<file path="config.mk">
export PLATFORM = sky130hd
export DESIGN_NAME = res_packer
export DESIGN_NICKNAME = d
export VERILOG_FILES = /design/src/rtl/res_packer.sv
export SDC_FILE = /design/constraint.sdc
export NUM_CORES = 2
export LEC_CHECK = 0
export BUFFER_PORTS_ARGS = -buffer_cell sky130_fd_sc_hd__buf_4
export CAP_MARGIN = 20
export CORE_ASPECT_RATIO = 2
export CORE_MARGIN = 8
export CORE_UTILIZATION = 40
export DETAILED_ROUTE_END_ITERATION = 16
export GPL_TIMING_DRIVEN = 1
export PLACE_DENSITY_LB_ADDON = 0.12
export SYNTH_ARGS = -nofsm -noshare
export SYNTH_HDL_FRONTEND = slang
export SYNTH_SLANG_ARGS = --single-unit
</file>
<file path="constraint.sdc">
create_clock -name clk_i -period 3.1 [get_ports clk_i]
set_clock_uncertainty 0.05 [all_clocks]
set_input_delay 0.31 -clock clk_i [delete_from_list [all_inputs] [get_ports clk_i]]
set_output_delay 0.31 -clock clk_i [all_outputs]
set_load 0.01 [all_outputs]
</file>
<file path="src/rtl/res_packer.sv">
// Result packer: captures NUM result samples LSB-first into one wide package
// and hands it to the bench over a valid/ready handshake.
module res_packer #(
  parameter int unsigned DATA_W = 8,
  parameter int unsigned NUM    = 100,
  parameter int unsigned DROP_W = 16,
  localparam int unsigned PACKAGE_WIDTH = NUM * DATA_W
) (
  input  logic                     clk_i,
  input  logic                     reset_i,
  input  logic                     arm_i,
  input  logic                     abort_i,
  input  logic                     continuous_i,
  input  logic [DATA_W-1:0]        res_i,
  input  logic                     res_valid_i,
  output logic [PACKAGE_WIDTH-1:0] pkg_o,
  output logic                     pkg_valid_o,
  input  logic                     pkg_ready_i,
  output logic [7:0]               count_o,
  output logic                     busy_o,
  output logic [DROP_W-1:0]        drop_cnt_o
);

  localparam logic [7:0] LastCnt = 8'(NUM - 1);

  typedef enum logic [1:0] {StIdle, StCollect, StHold} state_e;

  state_e                   state_q, state_d;
  logic [PACKAGE_WIDTH-1:0] shreg_q, shreg_d;
  logic [PACKAGE_WIDTH-1:0] pkg_q, pkg_d;
  logic                     pkg_valid_q, pkg_valid_d;
  logic [7:0]               count_q, count_d;
  logic [DROP_W-1:0]        drop_q, drop_d;

  // Next-state and datapath updates; abort overrides everything else.
  always_comb begin
    state_d     = state_q;
    shreg_d     = shreg_q;
    pkg_d       = pkg_q;
    pkg_valid_d = pkg_valid_q;
    count_d     = count_q;
    drop_d      = drop_q;
    if (abort_i) begin
      // pkg_q kept so a previously delivered package is not disturbed.
      state_d     = StIdle;
      pkg_valid_d = 1'b0;
      count_d     = '0;
    end else begin
      unique case (state_q)
        StIdle: begin
          // A sample arriving with the arm pulse is not captured.
          if (arm_i) begin
            state_d = StCollect;
            shreg_d = '0;
            count_d = '0;
          end
        end
        StCollect: begin
          if (res_valid_i) begin
            shreg_d = {res_i, shreg_q[PACKAGE_WIDTH-1:DATA_W]};
            count_d = count_q + 8'd1;
            if (count_q == LastCnt) begin
              state_d     = StHold;
              pkg_d       = {res_i, shreg_q[PACKAGE_WIDTH-1:DATA_W]};
              pkg_valid_d = 1'b1;
            end
          end
        end
        StHold: begin
          // Samples arriving while the package is held are lost, even on the
          // handshake edge, so packages never straddle a handshake.
          if (res_valid_i && (drop_q != '1)) begin
            drop_d = drop_q + 1'b1;
          end
          if (pkg_valid_q && pkg_ready_i) begin
            pkg_valid_d = 1'b0;
            count_d     = '0;
            if (continuous_i) begin
              state_d = StCollect;
              shreg_d = '0;
            end else begin
              state_d = StIdle;
            end
          end
        end
        default: state_d = StIdle;
      endcase
    end
  end

  // State and datapath registers with asynchronous active-low reset.
  always_ff @(posedge clk_i or negedge reset_i) begin
    if (!reset_i) begin
      state_q     <= StIdle;
      shreg_q     <= '0;
      pkg_q       <= '0;
      pkg_valid_q <= 1'b0;
      count_q     <= '0;
      drop_q      <= '0;
    end else begin
      state_q     <= state_d;
      shreg_q     <= shreg_d;
      pkg_q       <= pkg_d;
      pkg_valid_q <= pkg_valid_d;
      count_q     <= count_d;
      drop_q      <= drop_d;
    end
  end

  // Outputs come straight from registers.
  always_comb begin
    pkg_o       = pkg_q;
    pkg_valid_o = pkg_valid_q;
    count_o     = count_q;
    busy_o      = (state_q == StCollect);
    drop_cnt_o  = drop_q;
  end

endmodule
</file>
==> out/summary.txt <==
Number of routed nets with antenna violations: 0
CTS max path bufs: 4
Post-synthesis sequential area ratio: 57.7%
Top cells by area, synth: dfrtp_1 58%, mux2_4 17%, mux2i_1 11%, nand2_1 4.3%, inv_1 4.2%
Drt pass-1 iters: 5
Yosys warnings: 0
Dpl cell area: 78,200 um^2
Status: complete, no violations
Pleak: 39.7 nW
Initial Util: 40.2%
Final worst path period share: 92.6%
Min Tclk post-route: 2.87 ns
Number of vias per cell: 4.65
Fmax: 348 MHz
Detailed-route DRC error count: 0
CP startpoint kind: flop
EDFF count, synth: 0
Grt total ovfl: 0
Crit. End Element: primary output
CTS hold repair buffers: 14
GP Congestion: 0.765
Power Density: 511 nW/um^2
Met3 wire len: 12,600 um
Endpoints failing setup: 0
Final nets: 6,086
1st-iter DRT viols: 2,283
Routed vias: 39,500
Met2 WL: 86,000 um
Wire length per cell: 21.9 um
CTS H-tree lvls: 4
Actual slew at the worst max-slew pin: 0.797 ns
First-pass GRT wire length: 285,000 um
Layout area overhead: 19.2%
RSZ-0062 raised after global routing: false
Cells after synthesis: 5,173
CTS tree: done
Max Cap Viol: 0
Final hold viol count: 0
Core Util, Final: 47.9%
Clk slew on worst S/H paths: 0.07 ns
Synth Cell Area: 70,200 um^2
Highest Signal Layer: met4
Detailed Route WL: 186,000 um
Final Max Slew Viols: 0
Die height: 608 um
Setup bufs post-CTS: 0
M1 WL: 82,500 um
Clock sinks: 1,619
Number of I/O port buffers: 840
WP buf/inv: 3
Core area: 175,000 um^2
Net Count, Synth: 5,190
Clk root buf: clkbuf_16
Number of global-route vias before repair: 42,700
Largest area contributor in the netlist: dfrtp_1
Slowest stage delay, CP: 0.44 ns
Dpl hpwl: 132,000 um
IO Pins: 841
Hold Path Class: input pin to async pin
Design Area, Final: 83,600 um^2
WP data required: 2.74 ns
Setup_tns: 0 ns
Total power: 42.8 mW
Total Routing Usage GR: 19.2%
Initial antenna violation count: 4
Top FF cell, synth: dfrtp_1
CP cell instances: nand2b_1 > inv_8 > buf_12 > buf_4
Crit-path leading delay family: buffers and inverters
Mean Syn Cell Area: 13.6 um^2
Die Width: 312 um
FFs w/ async S/R, synth: 100%
Share of cells above drive strength 1: 33.0%
Peak fanout along the critical path: 73
Commonest cells post-synth: 1,619 x dfrtp_1, 797 x nand2_1, 794 x inv_1
CP Data Arrival Time: 2.51 ns
Critical-path top delay cell: dfrtp_1
Placement Setup Slack: 0.503 ns
Setup WS post-layout: 0.228 ns
Most instantiated library cell after synthesis: dfrtp_1
Max-slew headroom: 46.9%
Clk_lat worst skew: 0.79 ns
Largest net degree at the start of global routing: 128
Synth cell types: 47
Die area: 190,000 um^2
VDD IR max: 384 uV
Post-synthesis register bit count: 1,619
Post-CTS Resized: 0
Inserted Clock Buffers: 159
Num rows: 217
CP Class: flop to primary output
Yosys top cell area share: 57.7%
## stage by stage
| stage | hold slack (ns) | std cells |
|---|---|---|
| final | 0.134 | 8480 |
| after global routing | 0.141 | 8479 |
| after CTS | 0.0956 | 8476 |
| after detailed placement | 0.299 | 8193 |
| after global placement | 0.310 | 8193 |
| after floorplan | -0.0356 | 5173 |
## state kept, by name (all words and copies together) (netlist names)
| signal | cells |
|---|---|
| state_q | 2 |
| count_o | 8 |
| pkg_valid_o | 1 |
| shreg_q | 792 |
| drop_cnt_o | 16 |
| pkg_o | 800 |
## power breakdown
part / switching (mW) / total, mW / internal, mW
Clock: 8.35 / 19.9 / 11.5
Sequential: 0.0299 / 21.2 / 21.1
Combinational: 1.20 / 1.72 / 0.520
## area by class of cell
type / instances / area [um^2]
fill: 15500 / 91000
sequential: 1619 / 40500
multi-input combinational: 2491 / 23600
timing repair buffer: 1003 / 8400
clock buffer: 227 / 4690
inverter: 795 / 2990
tap: 2299 / 2880
clock inverter: 42 / 546
antenna: 4 / 10.0
## logic make-up after synthesis
family                   synth area share (%)
AO/OA/AOI/OAI                           0.323
buffers and inverters                    8.65
flip-flops                               57.7
multiplexers                             28.4
adder cells (fa/ha/maj)                0.0357
XOR/XNOR                                0.175
AND/OR/NAND/NOR                          4.68
## final timing paths
check / end / from / depth (start not counted) / slack, ns
max: busy_o / state_q[1] / 4 / 0.23
max reg2reg: pkg_o[734] / count_o[4] / 6 / 0.55
min: pkg_o[759] / reset_i / 2 / 0.13
min reg2reg: pkg_o[799] / pkg_o[799] / 1 / 0.46
min in group clk_i: pkg_o[797] / res_i[5] / 3 / 0.26
max in group asynchronous: pkg_o[380] / reset_i / 4 / 1.75
## cell usage in the layout (no fill, tap or decap), types with 3 or more instances in the layout
master,count
dfrtp_1,1619
buf_4,923
nand2_1,797
inv_1,794
mux2i_1,793
mux2_4,789
clkbuf_16,163
buf_12,65
clkbuf_8,37
clkbuf_1,27
clkinv_2,20
xnor2_1,14
dlygate4sd3_1,14
nor2_1,12
bufinv_16,12
mux2_2,11
a21oi_1,8
o21ai_0,7
nand3_1,6
and3_1,6
nand4_1,5
diode_2,4
o2111ai_1,4
clkinvlp_4,4
and2_1,3
nor3_1,3
nand3b_1,3
inv_6,3
## per-layer routing
| metal | vias up | global-route usage (%) |
|---|---|---|
| li1 | 18300 | - |
| met1 | 20000 | 25.6 |
| met2 | 947 | 30.6 |
| met3 | 214 | 5.51 |
| met4 | 0 | 5.04 |
| met5 | - | 0 |
Note: power is estimated with default switching activity, not from simulation.
